## config.mk

```make
export PLATFORM = sky130hd
export DESIGN_NAME = clock_disp_mux
export DESIGN_NICKNAME = d
export VERILOG_FILES = /design/src/rtl/clock_disp_pkg.sv /design/src/rtl/clock_disp_mux_bin2bcd_2dig.sv /design/src/rtl/clock_disp_mux.sv
export SDC_FILE = /design/constraint.sdc
export NUM_CORES = 1
export LEC_CHECK = 0
export CAP_MARGIN = 20
export CORE_MARGIN = 3
export CORE_UTILIZATION = 54
export CTS_CLUSTER_SIZE = 40
export DETAILED_ROUTE_END_ITERATION = 8
export PLACE_DENSITY = 0.78
export SYNTH_ARGS = -nofsm -noshare
export SYNTH_HDL_FRONTEND = slang
export SYNTH_SLANG_ARGS = --single-unit
```

## constraint.sdc

```tcl
create_clock -name clk -period 3.6 [get_ports clk]
set_clock_uncertainty 0.1 [all_clocks]
set_input_delay 1.08 -clock clk [delete_from_list [all_inputs] [get_ports clk]]
set_output_delay 1.08 -clock clk [all_outputs]
set_load 0.01 [all_outputs]
```

## src/rtl/clock_disp_pkg.sv

```systemverilog
// Shared constants for the hh:mm:ss display stage: digit indices, glyphs, field limits.
// Glyphs are active-high {g,f,e,d,c,b,a}; output polarity is applied by the top.
package clock_disp_pkg;

  localparam logic [2:0] IDX_SEC_U = 3'd0;
  localparam logic [2:0] IDX_SEC_T = 3'd1;
  localparam logic [2:0] IDX_MIN_U = 3'd2;
  localparam logic [2:0] IDX_MIN_T = 3'd3;
  localparam logic [2:0] IDX_HR_U  = 3'd4;
  localparam logic [2:0] IDX_HR_T  = 3'd5;

  localparam logic [6:0] SEG_0     = 7'h3F;
  localparam logic [6:0] SEG_1     = 7'h06;
  localparam logic [6:0] SEG_2     = 7'h5B;
  localparam logic [6:0] SEG_3     = 7'h4F;
  localparam logic [6:0] SEG_4     = 7'h66;
  localparam logic [6:0] SEG_5     = 7'h6D;
  localparam logic [6:0] SEG_6     = 7'h7D;
  localparam logic [6:0] SEG_7     = 7'h07;
  localparam logic [6:0] SEG_8     = 7'h7F;
  localparam logic [6:0] SEG_9     = 7'h6F;
  localparam logic [6:0] SEG_DASH  = 7'h40;
  localparam logic [6:0] SEG_BLANK = 7'h00;

  localparam logic [6:0] SEC_MAX = 7'd59;
  localparam logic [6:0] MIN_MAX = 7'd59;
  localparam logic [6:0] HR_MAX  = 7'd23;

  function automatic logic [6:0] seg_encode(input logic [3:0] d);
    logic [6:0] g;
    case (d)
      4'd0:    g = SEG_0;
      4'd1:    g = SEG_1;
      4'd2:    g = SEG_2;
      4'd3:    g = SEG_3;
      4'd4:    g = SEG_4;
      4'd5:    g = SEG_5;
      4'd6:    g = SEG_6;
      4'd7:    g = SEG_7;
      4'd8:    g = SEG_8;
      4'd9:    g = SEG_9;
      default: g = SEG_BLANK;
    endcase
    return g;
  endfunction

endpackage

```

## src/rtl/clock_disp_mux_bin2bcd_2dig.sv

```systemverilog
// Combinational 7-bit binary to two BCD digits (valid for 0..99) with an over-limit flag.
module bin2bcd_2dig (
  input  logic [6:0] i_bin,
  input  logic [6:0] i_limit,
  output logic [3:0] o_tens,
  output logic [3:0] o_units,
  output logic       o_oor
);

  assign o_tens  = 4'(i_bin / 7'd10);
  assign o_units = 4'(i_bin % 7'd10);
  assign o_oor   = (i_bin > i_limit);

endmodule

```

## src/rtl/clock_disp_mux.sv

```systemverilog
// Six-digit multiplexed common-anode 7-seg driver for an hh:mm:ss counter, with blinking colon.
// Optional build macro CLOCK_DISP_HR12_EN selects 12-hour display with a PM indicator on digit 0.
module clock_disp_mux
  import clock_disp_pkg::*;
#(
  parameter int REFRESH_DIV    = 50000,
  parameter bit SEG_ACTIVE_LOW = 1'b1
) (
  input  logic       clk,
  input  logic       rst,
  input  logic       en,
  input  logic [6:0] sec,
  input  logic [6:0] min,
  input  logic [4:0] hr,
  output logic [6:0] seg,
  output logic       dp,
  output logic [5:0] an,
  output logic       frame_done
);

  localparam int               DIV_W    = $clog2(REFRESH_DIV);
  localparam logic [DIV_W-1:0] DIV_LAST = DIV_W'(REFRESH_DIV - 1);

  logic [DIV_W-1:0] r_div_cnt;
  logic [2:0]       r_idx;
  logic [6:0]       r_sec;
  logic [6:0]       r_min;
  logic [4:0]       r_hr;
  logic             r_load_pend;
  logic [5:0]       r_an;
  logic [6:0]       r_seg;
  logic             r_dp;
  logic             r_frame_done;

  logic             w_frame_end;
  logic             w_load;
  logic [3:0]       w_sec_t, w_sec_u, w_min_t, w_min_u, w_hr_t, w_hr_u;
  logic             w_sec_oor, w_min_oor, w_hr_oor;
  logic [6:0]       w_hr_val;
  logic             w_hr_bad;
  logic             w_hr_t_blank;
  logic             w_pm;
  logic [6:0]       w_glyph;
  logic             w_dp;

  assign w_frame_end = (r_idx == IDX_HR_T) && (r_div_cnt == DIV_LAST);
  assign w_load      = w_frame_end | r_load_pend;

  // Scan position and pending-snapshot flag
  always_ff @(posedge clk or negedge rst) begin
    if (!rst) begin
      r_div_cnt   <= '0;
      r_idx       <= IDX_SEC_U;
      r_load_pend <= 1'b1;
    end else if (!en) begin
      r_div_cnt   <= '0;
      r_idx       <= IDX_SEC_U;
      r_load_pend <= 1'b1;
    end else begin
      r_load_pend <= 1'b0;
      if (r_div_cnt == DIV_LAST) begin
        r_div_cnt <= '0;
        r_idx     <= (r_idx == IDX_HR_T) ? IDX_SEC_U : r_idx + 3'd1;
      end else begin
        r_div_cnt <= r_div_cnt + DIV_W'(1);
      end
    end
  end

  // Shadow snapshot: only refreshed at frame boundaries so a frame never tears
  always_ff @(posedge clk or negedge rst) begin
    if (!rst) begin
      r_sec <= 7'd0;
      r_min <= 7'd0;
      r_hr  <= 5'd0;
    end else if (en && w_load) begin
      r_sec <= sec;
      r_min <= min;
      r_hr  <= hr;
    end
  end

`ifdef CLOCK_DISP_HR12_EN
  localparam logic [6:0] HR_LIM = 7'd12;

  // Map 0..23 onto 12-hour form; out-of-range hours are flagged separately
  always_comb begin
    if (r_hr == 5'd0) begin
      w_hr_val = 7'd12;
    end else if (r_hr > 5'd12) begin
      w_hr_val = {2'b00, r_hr} - 7'd12;
    end else begin
      w_hr_val = {2'b00, r_hr};
    end
  end

  assign w_hr_bad     = w_hr_oor | ({2'b00, r_hr} > HR_MAX);
  assign w_hr_t_blank = (w_hr_t == 4'd0);
  assign w_pm         = (r_hr >= 5'd12);
`else
  localparam logic [6:0] HR_LIM = HR_MAX;

  assign w_hr_val     = {2'b00, r_hr};
  assign w_hr_bad     = w_hr_oor;
  assign w_hr_t_blank = 1'b0;
  assign w_pm         = 1'b0;
`endif

  bin2bcd_2dig u_sec_bcd (.i_bin(r_sec),    .i_limit(SEC_MAX), .o_tens(w_sec_t), .o_units(w_sec_u), .o_oor(w_sec_oor));
  bin2bcd_2dig u_min_bcd (.i_bin(r_min),    .i_limit(MIN_MAX), .o_tens(w_min_t), .o_units(w_min_u), .o_oor(w_min_oor));
  bin2bcd_2dig u_hr_bcd  (.i_bin(w_hr_val), .i_limit(HR_LIM),  .o_tens(w_hr_t),  .o_units(w_hr_u),  .o_oor(w_hr_oor));

  // Glyph for the digit currently being scanned
  always_comb begin
    w_glyph = SEG_BLANK;
    case (r_idx)
      IDX_SEC_U: w_glyph = w_sec_oor ? SEG_DASH : seg_encode(w_sec_u);
      IDX_SEC_T: w_glyph = w_sec_oor ? SEG_DASH : seg_encode(w_sec_t);
      IDX_MIN_U: w_glyph = w_min_oor ? SEG_DASH : seg_encode(w_min_u);
      IDX_MIN_T: w_glyph = w_min_oor ? SEG_DASH : seg_encode(w_min_t);
      IDX_HR_U:  w_glyph = w_hr_bad  ? SEG_DASH : seg_encode(w_hr_u);
      IDX_HR_T: begin
        if (w_hr_bad) begin
          w_glyph = SEG_DASH;
        end else if (w_hr_t_blank) begin
          w_glyph = SEG_BLANK;
        end else begin
          w_glyph = seg_encode(w_hr_t);
        end
      end
      default:   w_glyph = SEG_BLANK;
    endcase
  end

  assign w_dp = (((r_idx == IDX_MIN_U) || (r_idx == IDX_HR_U)) && !r_sec[0])
              | ((r_idx == IDX_SEC_U) && w_pm);

  // Registered pin drivers, one cycle behind the scan state
  always_ff @(posedge clk or negedge rst) begin
    if (!rst) begin
      r_an         <= 6'b111111;
      r_seg        <= {7{SEG_ACTIVE_LOW}};
      r_dp         <= SEG_ACTIVE_LOW;
      r_frame_done <= 1'b0;
    end else if (!en) begin
      r_an         <= 6'b111111;
      r_seg        <= {7{SEG_ACTIVE_LOW}};
      r_dp         <= SEG_ACTIVE_LOW;
      r_frame_done <= 1'b0;
    end else begin
      r_an         <= ~(6'b000001 << r_idx);
      r_seg        <= w_glyph ^ {7{SEG_ACTIVE_LOW}};
      r_dp         <= w_dp ^ SEG_ACTIVE_LOW;
      r_frame_done <= w_frame_end;
    end
  end

  assign an         = r_an;
  assign seg        = r_seg;
  assign dp         = r_dp;
  assign frame_done = r_frame_done;

endmodule

```

==> results of run 1 <==
[cell families after synthesis]
kind of cell | after synthesis | share of synthesized area
multiplexers | 15 | 0.03362
flip-flops | 54 | 0.2945
buffers and inverters | 68 | 0.06321
XOR/XNOR | 27 | 0.05245
adder cells (fa/ha/maj) | 33 | 0.08822
AO/OA/AOI/OAI | 166 | 0.2536
AND/OR/NAND/NOR | 200 | 0.2144
[power by group]
group / internal, uW / total (uW) / switching (uW) / leakage [uW]
clock: 139 / 366 / 227 / 0.0000417
sequential: 678 / 724 / 46.2 / 0.000662
combinational: 763 / 1680 / 919 / 0.00175
[registers in the layout (all words and copies together) (netlist names)]
name and flops:
an 6, dp 1, frame_done 1, r_div_cnt 16
r_hr 5, r_idx 3, r_load_pend 1, r_min 7
r_sec 7, seg 7
[how the worst max path moves through the flow]
| stage | startpoint | depth (start not counted) | endpoint |
|---|---|---|---|
| 5_1_grt | r_sec[4]$_DFFE_PN0P_ | 15 | seg[4]$_DFF_PN1_ |
| 3_3_place_gp | r_sec[5]$_DFFE_PN0P_ | 18 | seg[6]$_DFF_PN1_ |
| 3_5_place_dp | r_sec[6]$_DFFE_PN0P_ | 15 | seg[5]$_DFF_PN1_ |
| 4_1_cts | r_min[5]$_DFFE_PN0P_ | 19 | seg[6]$_DFF_PN1_ |
| 2_1_floorplan | r_sec[6]$_DFFE_PN0P_ | 18 | seg[6]$_DFF_PN1_ |
| 6_report | r_sec[4]$_DFFE_PN0P_ | 15 | seg[4]$_DFF_PN1_ |
[what timing repair did]
action,in CTS,in global routing
setup buffers,0,10
resized for setup,6,63
gates cloned,0,0
endpoints found under the setup margin,3,7
pin swaps,0,28
[routing by layer]
layer / track usage / vias to the layer above / wire [um]
li1: - / 2161 / -
met1: 0.3305 / 2185 / 5444
met2: 0.4225 / 180 / 6154
met3: 0.02972 / 53 / 792
met4: 0.06723 / 0 / 380
met5: 0 / - / 0
[stage by stage]
stage	instance area (um^2)	total power, uW	setup WS, ns
2_1_floorplan	4658	1703	0.04424
5_1_grt	5859	2937	-0.08411
6_report	5859	2772	0.02279
3_5_place_dp	5399	2164	-0.02830
3_3_place_gp	5399	2118	0.04450
4_1_cts	5522	2539	-0.03487
[critical path: stages (launching register included)]
cell      delay (ns)
dfrtp_2         0.47
nor2b_4         0.15
a221o_1         0.30
a221oi_2        0.31
ha_2            0.27
nand2_2         0.07
a22oi_2         0.16
o22ai_1         0.12
o21a_1          0.20
or2_4           0.28
xnor2_4         0.18
buf_6           0.13
ha_2            0.18
a22oi_2         0.23
nor2_2          0.07
o31ai_2         0.26
[cell type report]
type,count,area [um^2],share of cell area
Multi-Input combinational cell,441,3272,0.5584
Sequential cell,54,1375,0.2347
Timing Repair Buffer,100,863.3,0.1473
Inverter,35,131.4,0.02242
Tap cell,105,131.4,0.02242
Clock buffer,6,72.57,0.01239
Clock inverter,2,13.76,0.002349
[placed cells by master, fill, tap and decap left out, types with 4 or more instances in the layout]
| cell type | netlist | final |
|---|---|---|
| a211oi_1 | 4 | 4 |
| a21o_1 | 5 | 5 |
| a21oi_1 | 21 | 20 |
| a22o_1 | 4 | 4 |
| a22oi_1 | 8 | 6 |
| a22oi_2 | 2 | 4 |
| a31oi_1 | 6 | 6 |
| a41o_1 | 5 | 5 |
| and2_1 | 5 | 5 |
| and3_1 | 13 | 13 |
| buf_4 | 2 | 59 |
| buf_6 | 2 | 4 |
| clkbuf_8 | 0 | 5 |
| clkdlybuf4s50_1 | 0 | 35 |
| dfrtp_1 | 39 | 35 |
| dfrtp_2 | 0 | 4 |
| dfstp_2 | 15 | 15 |
| ha_1 | 32 | 24 |
| ha_2 | 0 | 5 |
| inv_1 | 32 | 30 |
| inv_2 | 3 | 5 |
| mux2_2 | 5 | 5 |
| mux2i_1 | 10 | 10 |
| nand2_1 | 55 | 54 |
| nand2b_1 | 9 | 9 |
| nand3_1 | 18 | 18 |
| nor2_1 | 54 | 51 |
| nor2b_1 | 11 | 8 |
| nor3_1 | 6 | 5 |
| o211ai_1 | 5 | 5 |
| o21a_1 | 4 | 4 |
| o21ai_0 | 49 | 43 |
| o21ai_1 | 8 | 10 |
| o21ai_2 | 1 | 5 |
| xnor2_1 | 17 | 14 |
| xor2_1 | 9 | 9 |
==> metrics.txt, run 1 <==
status finished clean; Mapped Area 4652 um^2; R2R Setup Slk 0.02 ns; largest area contributor in the netlist dfrtp_1; Netlist cell types 80; CTS root buffer clkbuf_8; Die Span X 98.82 um; H-Tree Depth 2; Final min period 3.577 ns; Placer Congestion 0.9812; Vias 4,579; crit start category flip-flop; gr usage total 0.2471; Reg clk slew, reported paths 0.10 ns; grt total ovfl 0; Seq/Total Area, Yosys 0.2945; worst reg2reg path depth 15; max frequency 0.2795 GHz; first-pass GRT wire length 19.94 mm; maximum vdd drop 0.2335 mV; drt pass-1 iters 6; fillers 649; Site Rows 33; die area 9764 um^2; Port Buffers 36; top_reg_cell synth dfrtp_1; Worst Path Required 3.73 ns; class of the worst hold path reg2reg; CORE AREA 8299 um^2; proportion of layout cells with a drive suffix above 1 0.2571; Starting Density 0.5605; hold_buf cts 0; io pins 37; Post-synth EDFFs 0; first-iteration detailed-routing DRC count 306; R2R Path Start r_sec[4]$_DFFE_PN0P_; CTS Buffer Depth 2; DP Wirelength 9.302 mm; CP endpoint kind flip-flop; Leakage 0.002452 uW; Slew headroom 0.4773; worst hold start r_div_cnt[0]$_DFF_PN0_; Max Cap Viol 0; final period utilization 0.9937; Seq cells post-synth 54; antenna violations before repair 0; Nets 691; TNS Setup 0 ns; most instantiated cells after synthesis nand2_1, nor2_1, o21ai_0; count of pins over their slew limit 0; setup violators final 0; CTS sink cnt 54; Total Wirelength 12.77 mm; number of CTS-inserted buffers 5; Layout area overhead 25.95%; Syn Nets 617; Worst Tran Pin Value 0.7769 ns; Post-synth ARST share 1.000; largest cells by area after synthesis dfrtp_1, ha_1, dfstp_2; Worst Hold Path EP r_div_cnt[0]$_DFF_PN0_; DP Cell Count 725; kind of critical path reg2reg; r2r endpoint seg[4]$_DFF_PN1_; WHS 0.3709 ns; Worst EP arrival 3.71 ns; CTS tree done; number of diodes 0; Mapped Avg Cell Area 8.263 um^2; critical path fanouts, max 5; Final Non-Filler Cells 743; cell with the most instances after synthesis nand2_1; clk_lat worst skew 0.33 ns; end-of-flow core utilization 0.7060; routed len/inst 17.19 um; Die Y 98.82 um; Yosys top cell area share 0.2098; power per standard cell area 473.1 nW/um^2; Routed Antenna Nets 0; largest net degree at the start of global routing 55; Synth Instances 563; worst hold path depth 1; final hold violation count 0; vias in the first global route 4,222; yosys warns 0; DRC viols 0; routed vias/inst 6.163
Power figures use the tool's default switching activity.
==> inputs of run 2 (changes only) <==
--- a/config.mk
+++ b/config.mk
@@ -7,10 +7,11 @@
 export LEC_CHECK = 0
 export CAP_MARGIN = 20
 export CORE_MARGIN = 3
-export CORE_UTILIZATION = 54
+export CORE_UTILIZATION = 55
 export CTS_CLUSTER_SIZE = 40
 export DETAILED_ROUTE_END_ITERATION = 8
 export PLACE_DENSITY = 0.78
 export SYNTH_ARGS = -nofsm -noshare
 export SYNTH_HDL_FRONTEND = slang
+export SYNTH_HIERARCHICAL = 1
 export SYNTH_SLANG_ARGS = --single-unit
==> metrics.txt, run 2 <==
status finished clean; CP endpoint kind flip-flop; vias in the first global route 4,607 (+9.1%); Die Span X 106.0 um (+7.3%); Compound-Gate Fraction of Synth Area 0.2171 (-0.03652); Synth Area in XOR/XNOR 0.03345 (-0.01899); largest net degree at the start of global routing 46 (-16%); CTS sink cnt 54 (unchanged); largest cells by area after synthesis dfrtp_1, ha_1, dfstp_2; Worst Tran Pin Value 0.8522 ns (+0.07533 ns); antenna violations before repair 0 (unchanged); Total Wirelength 12.09 mm (-5.3%); Seq/Total Area, Yosys 0.2492 (-0.04531); DRC viols 0 (unchanged); r2r endpoint seg[1]$_DFF_PN1_; worst reg2reg path depth 14 (-1); Largest Register r_div_cnt; proportion of layout cells with a drive suffix above 1 0.1671 (-0.08991); worst stage delay on the critical path 0.50 ns (+0.03 ns); Final min period 3.449 ns (-0.1279 ns); routed vias/inst 5.644 (-8.4%); DP Cell Count 826 (+14%); Post-synth EDFFs 0 (unchanged); largest area contributor in the netlist dfrtp_1; gr usage total 0.2175 (-0.02960); Routed Antenna Nets 0 (unchanged); multiplexer share of the synthesized area 0.06418 (+0.03056); final period utilization 0.9582 (-0.03551); Port Buffers 36 (unchanged); Final Non-Filler Cells 835 (+12%); crit-path cells nor2b_1 > xor2_1 > nand3_1 > o221a_2 > ha_4 > nor3b_4 > o41ai_4 > nand3_2 > mux2i_4 > inv_1 > ha_1 > a211oi_1 > or4_1 > o21ai_2; Layout area overhead 14.91%; met2 Use GR 0.3766 (-0.04593); first-iteration detailed-routing DRC count 186 (-39%); maximum vdd drop 0.2813 mV (+20%); Slowest-stage cell, CP or4_1; DP Wirelength 9.450 mm (+1.6%); Slew headroom 0.4244 (-0.05288); clk_lat worst skew 0.32 ns (about the same); R2R Path Start r_sec[5]$_DFFE_PN0P_; number of diodes 0 (unchanged); Mapped Area 5498 um^2 (+18%); H-Tree Depth 2 (unchanged); Site Rows 35 (+6.1%); worst hold start r_div_cnt[0]$_DFF_PN0_; Nets 783 (+13%); Synth Instances 636 (+13%); GRT busiest layer met2; Post-CTS Setup Inserts 0 (unchanged); R2R Setup Slk 0.15 ns (+0.13 ns); critical path fanouts, max 7 (+2); crit start category flip-flop; top_reg_cell synth dfrtp_1; Largest register FFs 16 (unchanged); total power 2751 uW (-0.76%); Synth Area in Simple Gates 0.2183 (+0.003890); Synth Area in Adders 0.1274 (+0.03923); Post-synth ARST share 1.000 (unchanged); die area 11,230 um^2 (+15%); worst hold path depth 1 (unchanged); Worst EP arrival 3.59 ns (-0.12 ns); Netlist cell types 85 (+6.3%); CTS Buffer Depth 2 (unchanged); CTS tree done; drt pass-1 iters 4 (-2); met1 usage 0.2932 (-0.03726); Starting Density 0.5812 (+0.02069); count of pins over their slew limit 0 (unchanged); Post-DP Area 6143 um^2 (+14%); most common cell after layout, fill and taps aside inv_1; Yosys top cell area share 0.1775 (-0.03228); number of CTS-inserted buffers 5 (unchanged); Mapped Avg Cell Area 8.644 um^2 (+4.6%); end-of-flow core utilization 0.6679 (-0.03816); setup violators final 0 (unchanged); Reg clk slew, reported paths 0.11 ns (about the same); most instantiated cells after synthesis inv_1, ha_1, nor2_1; max frequency 0.2899 GHz (+3.7%); power per standard cell area 435.5 nW/um^2 (-8.0%); Worst Path Required 3.74 ns (about the same); yosys warns 6 (+6); Seq cells post-synth 54 (unchanged); first-pass GRT wire length 20.84 mm (+4.5%); largest family of logic cells by synthesized area simple AND/OR/NAND/NOR gates; routed len/inst 14.48 um (-16%); Max Cap Viol 0 (unchanged); io pins 37 (unchanged); CTS root buffer clkbuf_8; final hold violation count 0 (unchanged); Worst Hold Path EP r_div_cnt[0]$_DFF_PN0_; most frequent cells in the layout inv_1, ha_1, nor2_1; Die Y 106.0 um (+7.3%); CORE AREA 9459 um^2 (+14%); kind of critical path reg2reg; Leakage 0.002820 uW (+15%); class of the worst hold path reg2reg; grt met3 use 0.03097 (+0.001241); Vias 4,713 (+2.9%); hold_buf cts 0 (unchanged); grt total ovfl 0 (unchanged); RSZ-0062 raised after global routing no; cell with the most instances after synthesis inv_1; Placer Congestion 0.8791 (-10%); Final Instance Area 6317 um^2 (+7.8%)
==> run 2: cells by family after synthesis <==
family                   after synthesis
flip-flops                            54
adder cells (fa/ha/maj)               56
AND/OR/NAND/NOR                      210
other                                  2
AO/OA/AOI/OAI                        166
buffers and inverters                 98
multiplexers                          29
XOR/XNOR                              21
==> run 2: final cells by class <==
cell class	count	area, um^2
inverters	60	225.2
repair buffers	73	665.6
multi-input cells	511	3779
clock buffers	5	68.82
clock inverters	3	47.55
fillers	777	3142
flip-flops and latches	54	1370
well taps	129	161.4
==> run 2: per-stage QoR <==
| stage | setup WS [ns] | TNS (ns) | hold slack, ns |
|---|---|---|---|
| 2_1_floorplan | 0.05409 | 0 | 0.3546 |
| 3_3_place_gp | 0.1321 | 0 | 0.3759 |
| 3_5_place_dp | -0.07749 | -0.07749 | 0.3918 |
| 4_1_cts | 0.007363 | 0 | 0.4071 |
| 5_1_grt | 0.006826 | 0 | 0.4302 |
| 6_report | 0.1506 | 0 | 0.4089 |
==> run 2: power breakdown <==
| part | internal (uW) | switching (uW) | total, uW |
|---|---|---|---|
| combinational | 730 | 830 | 1560 |
| clock | 213 | 226 | 439 |
| sequential | 682 | 69.3 | 752 |
| total | 1630 | 1130 | 2750 |
==> run 2: routing by layer <==
metal	up-vias	share of wire	wire, um
met1	2225	0.46	5609
met2	107	0.49	5868
met4	0	0.011	139
li1	2367	-	-
met5	-	0	0
met3	14	0.039	474
==> run 2: critical path: cells and delay by family (launching register included) <==
family	cells	cell delay, ns
XOR/XNOR	1	0.10
flip-flops	1	0.43
buffers and inverters	1	0.08
AND/OR/NAND/NOR	5	1.09
AO/OA/AOI/OAI	4	0.84
adder cells (fa/ha/maj)	2	0.50
multiplexers	1	0.24
==> run 2: worst max-delay path by stage <==
stage	start	to	slack, ns	cells past startpoint
3_5_place_dp	r_sec[4]$_DFFE_PN0P_	seg[1]$_DFF_PN1_	-0.08	14
3_3_place_gp	r_sec[5]$_DFFE_PN0P_	seg[1]$_DFF_PN1_	0.13	14
4_1_cts	r_sec[4]$_DFFE_PN0P_	seg[1]$_DFF_PN1_	0.007	14
6_report	r_sec[5]$_DFFE_PN0P_	seg[1]$_DFF_PN1_	0.15	14
2_1_floorplan	r_sec[2]$_DFFE_PN0P_	seg[1]$_DFF_PN1_	0.05	16
5_1_grt	r_sec[4]$_DFFE_PN0P_	seg[1]$_DFF_PN1_	0.007	14
==> run 2: repair_timing <==
| item | 4_1_cts | 5_1_grt |
|---|---|---|
| setup endpoints to repair | 1 | 6 |
| endpoints found under the hold margin | 0 | 0 |
| pin swaps | 0 | 1 |
| gates resized for setup | 2 | 8 |
==> inputs of run 3 (changes only) <==
--- a/config.mk
+++ b/config.mk
@@ -5,12 +5,12 @@
 export SDC_FILE = /design/constraint.sdc
 export NUM_CORES = 1
 export LEC_CHECK = 0
-export CAP_MARGIN = 20
-export CORE_MARGIN = 3
+export CORE_MARGIN = 2
 export CORE_UTILIZATION = 55
 export CTS_CLUSTER_SIZE = 40
 export DETAILED_ROUTE_END_ITERATION = 8
 export PLACE_DENSITY = 0.78
+export SLEW_MARGIN = 20
 export SYNTH_ARGS = -nofsm -noshare
 export SYNTH_HDL_FRONTEND = slang
 export SYNTH_HIERARCHICAL = 1
==> metrics.txt, run 3 (synthesis results as in run 2) <==
status finished clean; worst reg2reg path depth 14 (unchanged); Die Y 104.0 um (-1.9%); largest net degree at the start of global routing 45 (-2.2%); io pins 37 (unchanged); DP Cell Count 828 (+0.24%); CORE AREA 9729 um^2 (+2.9%); final period utilization 0.9602 (+0.002093); Die Span X 104.0 um (-1.9%); number of diodes 0 (unchanged); setup slack at placement 0.06285 ns (+0.1403 ns); Largest register FFs 16 (unchanged); critical path fanouts, max 6 (-1); die area 10,810 um^2 (-3.7%); CP endpoint kind flip-flop; total power 2715 uW (-1.3%); Vias 4,700 (-0.28%); Total Wirelength 11.76 mm (-2.7%); Layout area overhead 14.11%; count of pins over their slew limit 0 (unchanged); class of the worst hold path reg2reg; routed len/inst 14.07 um (-2.8%); DRC viols 0 (unchanged); setup violators final 0 (unchanged); CTS tree done; Post-DP Area 6133 um^2 (-0.16%); maximum vdd drop 0.2224 mV (-21%); power per standard cell area 432.7 nW/um^2 (-0.63%); most frequent cells in the layout inv_1, ha_1, nor2_1; number of CTS-inserted buffers 5 (unchanged); Worst Path Required 3.75 ns (about the same); Site Rows 36 (+2.9%); final hold violation count 0 (unchanged); Leakage 0.002796 uW (-0.83%); crit-path cells nand2b_1 > o21ai_0 > a22oi_1 > o221a_2 > ha_4 > nor3b_4 > o41ai_4 > nand3_2 > mux2i_2 > inv_1 > ha_1 > a211oi_1 > or4_1 > o21ai_0; Port Buffers 36 (unchanged); Max Cap Viol 0 (unchanged); CTS sink cnt 54 (unchanged); Clk pwr share 0.161 (about the same); Reg clk slew, reported paths 0.11 ns (about the same); first-iteration detailed-routing DRC count 229 (+23%); Routed Antenna Nets 0 (unchanged); Placer Congestion 0.8898 (+1.2%); clk_lat worst skew 0.32 ns (about the same); CP Capture Point seg[1]$_DFF_PN1_; end-of-flow core utilization 0.6448 (-0.02305); CP dominant cell by count o21ai_0; max frequency 0.2893 GHz (-0.22%); Final Non-Filler Cells 836 (+0.12%); most common cell after layout, fill and taps aside inv_1; CTS Buffer Depth 2 (unchanged); crit start category flip-flop; Int Power 1607 uW (-1.2%); H-Tree Depth 2 (unchanged); Worst Setup SP r_sec[2]$_DFFE_PN0P_; Starting Density 0.5651 (-0.01614); r2r endpoint seg[1]$_DFF_PN1_; R2R Setup Slk 0.14 ns (about the same); Slew headroom 0.3528 (-0.07163); Final min period 3.457 ns (+0.007535 ns); Post-CTS Setup Inserts 0 (unchanged); R2R Path Start r_sec[2]$_DFFE_PN0P_; antenna violations before repair 0 (unchanged); proportion of layout cells with a drive suffix above 1 0.1636 (-0.003554); DP Wirelength 9.092 mm (-3.8%); sw power 1108 uW (-1.6%); Worst Tran Pin Value 0.9708 ns (+0.1186 ns); Largest Register r_div_cnt; Worst path depth 14 (unchanged); kind of critical path reg2reg; min setup slack post-route 0.1431 ns (-0.007535 ns); gr usage total 0.2217 (+0.004255); vias in the first global route 4,507 (-2.2%); worst stage delay on the critical path 0.46 ns (-0.04 ns); CP delay by family, top compound AO/OA/AOI/OAI gates; Nets 780 (-0.38%); Buf+Inv Stages, Crit Path 1 (unchanged); Sw Share 0.4081 (-0.001005); Slowest-stage cell, CP or4_1; Final Instance Area 6274 um^2 (-0.69%); drt pass-1 iters 5 (+1); Gate power share 0.563 (-0.004); CTS root buffer clkbuf_8; grt total ovfl 0 (unchanged); routed vias/inst 5.622 (-0.40%); first-pass GRT wire length 20.48 mm (-1.8%); Worst EP arrival 3.60 ns (about the same); Flop pwr share 0.276 (+0.003); fillers 835 (+7.5%)
run 3: changes by cell type in the layout (fill, tap and decap cells not counted), sizes merged:
| cell | change |
|---|---|
| buf | -3 |
| inv | -1 |
| clkinv | +1 |
run 3: timing repair:
| action | 4_1_cts | 5_1_grt |
|---|---|---|
| endpoints found under the setup margin | 0 | 7 |
| hold buffers | 0 | 0 |
| gates resized for setup | 0 | 6 |
run 3: cell type report:
cell class | instances | area [um^2] | area share
tap | 133 | 166.4 | 0.02653
clock inverter | 3 | 47.55 | 0.007579
inverter | 60 | 225.2 | 0.03590
multi-input combinational | 511 | 3771 | 0.6011
clock buffer | 5 | 68.82 | 0.01097
sequential | 54 | 1371 | 0.2186
timing repair buffer | 70 | 623.1 | 0.09932
run 3: metal layers:
metal	up-vias	track usage	part of all wire
met5	-	0	0
met4	0	0.04537	0.010
met3	12	0.03634	0.032
met2	82	0.3900	0.49
met1	2238	0.2876	0.47
li1	2368	-	-
run 3: worst min-delay path by stage:
stage	end	cells after the start	start	slack, ns
after global routing	r_div_cnt[0]$_DFF_PN0_	1	r_div_cnt[0]$_DFF_PN0_	0.46
after CTS	r_div_cnt[0]$_DFF_PN0_	1	r_div_cnt[0]$_DFF_PN0_	0.40
final	r_div_cnt[0]$_DFF_PN0_	1	r_div_cnt[0]$_DFF_PN0_	0.40
after global placement	r_div_cnt[0]$_DFF_PN0_	1	r_div_cnt[0]$_DFF_PN0_	0.38
after detailed placement	r_div_cnt[0]$_DFF_PN0_	1	r_div_cnt[0]$_DFF_PN0_	0.38
after floorplan	r_div_cnt[0]$_DFF_PN0_	1	r_div_cnt[0]$_DFF_PN0_	0.35
run 3: per-stage QoR:
| step | setup TNS [ns] | hold slack [ns] |
|---|---|---|
| 2_1_floorplan | 0 | 0.3546 |
| 3_3_place_gp | 0 | 0.3793 |
| 3_5_place_dp | 0 | 0.3849 |
| 4_1_cts | 0 | 0.4010 |
| 5_1_grt | -0.009081 | 0.4618 |
| 6_report | 0 | 0.4050 |
run 3: power groups by stage:
stage	combinational, uW	clock [uW]	sequential [uW]
3_5_place_dp	1480	0	760
3_3_place_gp	1430	0	759
4_1_cts	1490	446	749
6_report	1530	437	750
2_1_floorplan	1120	0	748
5_1_grt	1700	480	760
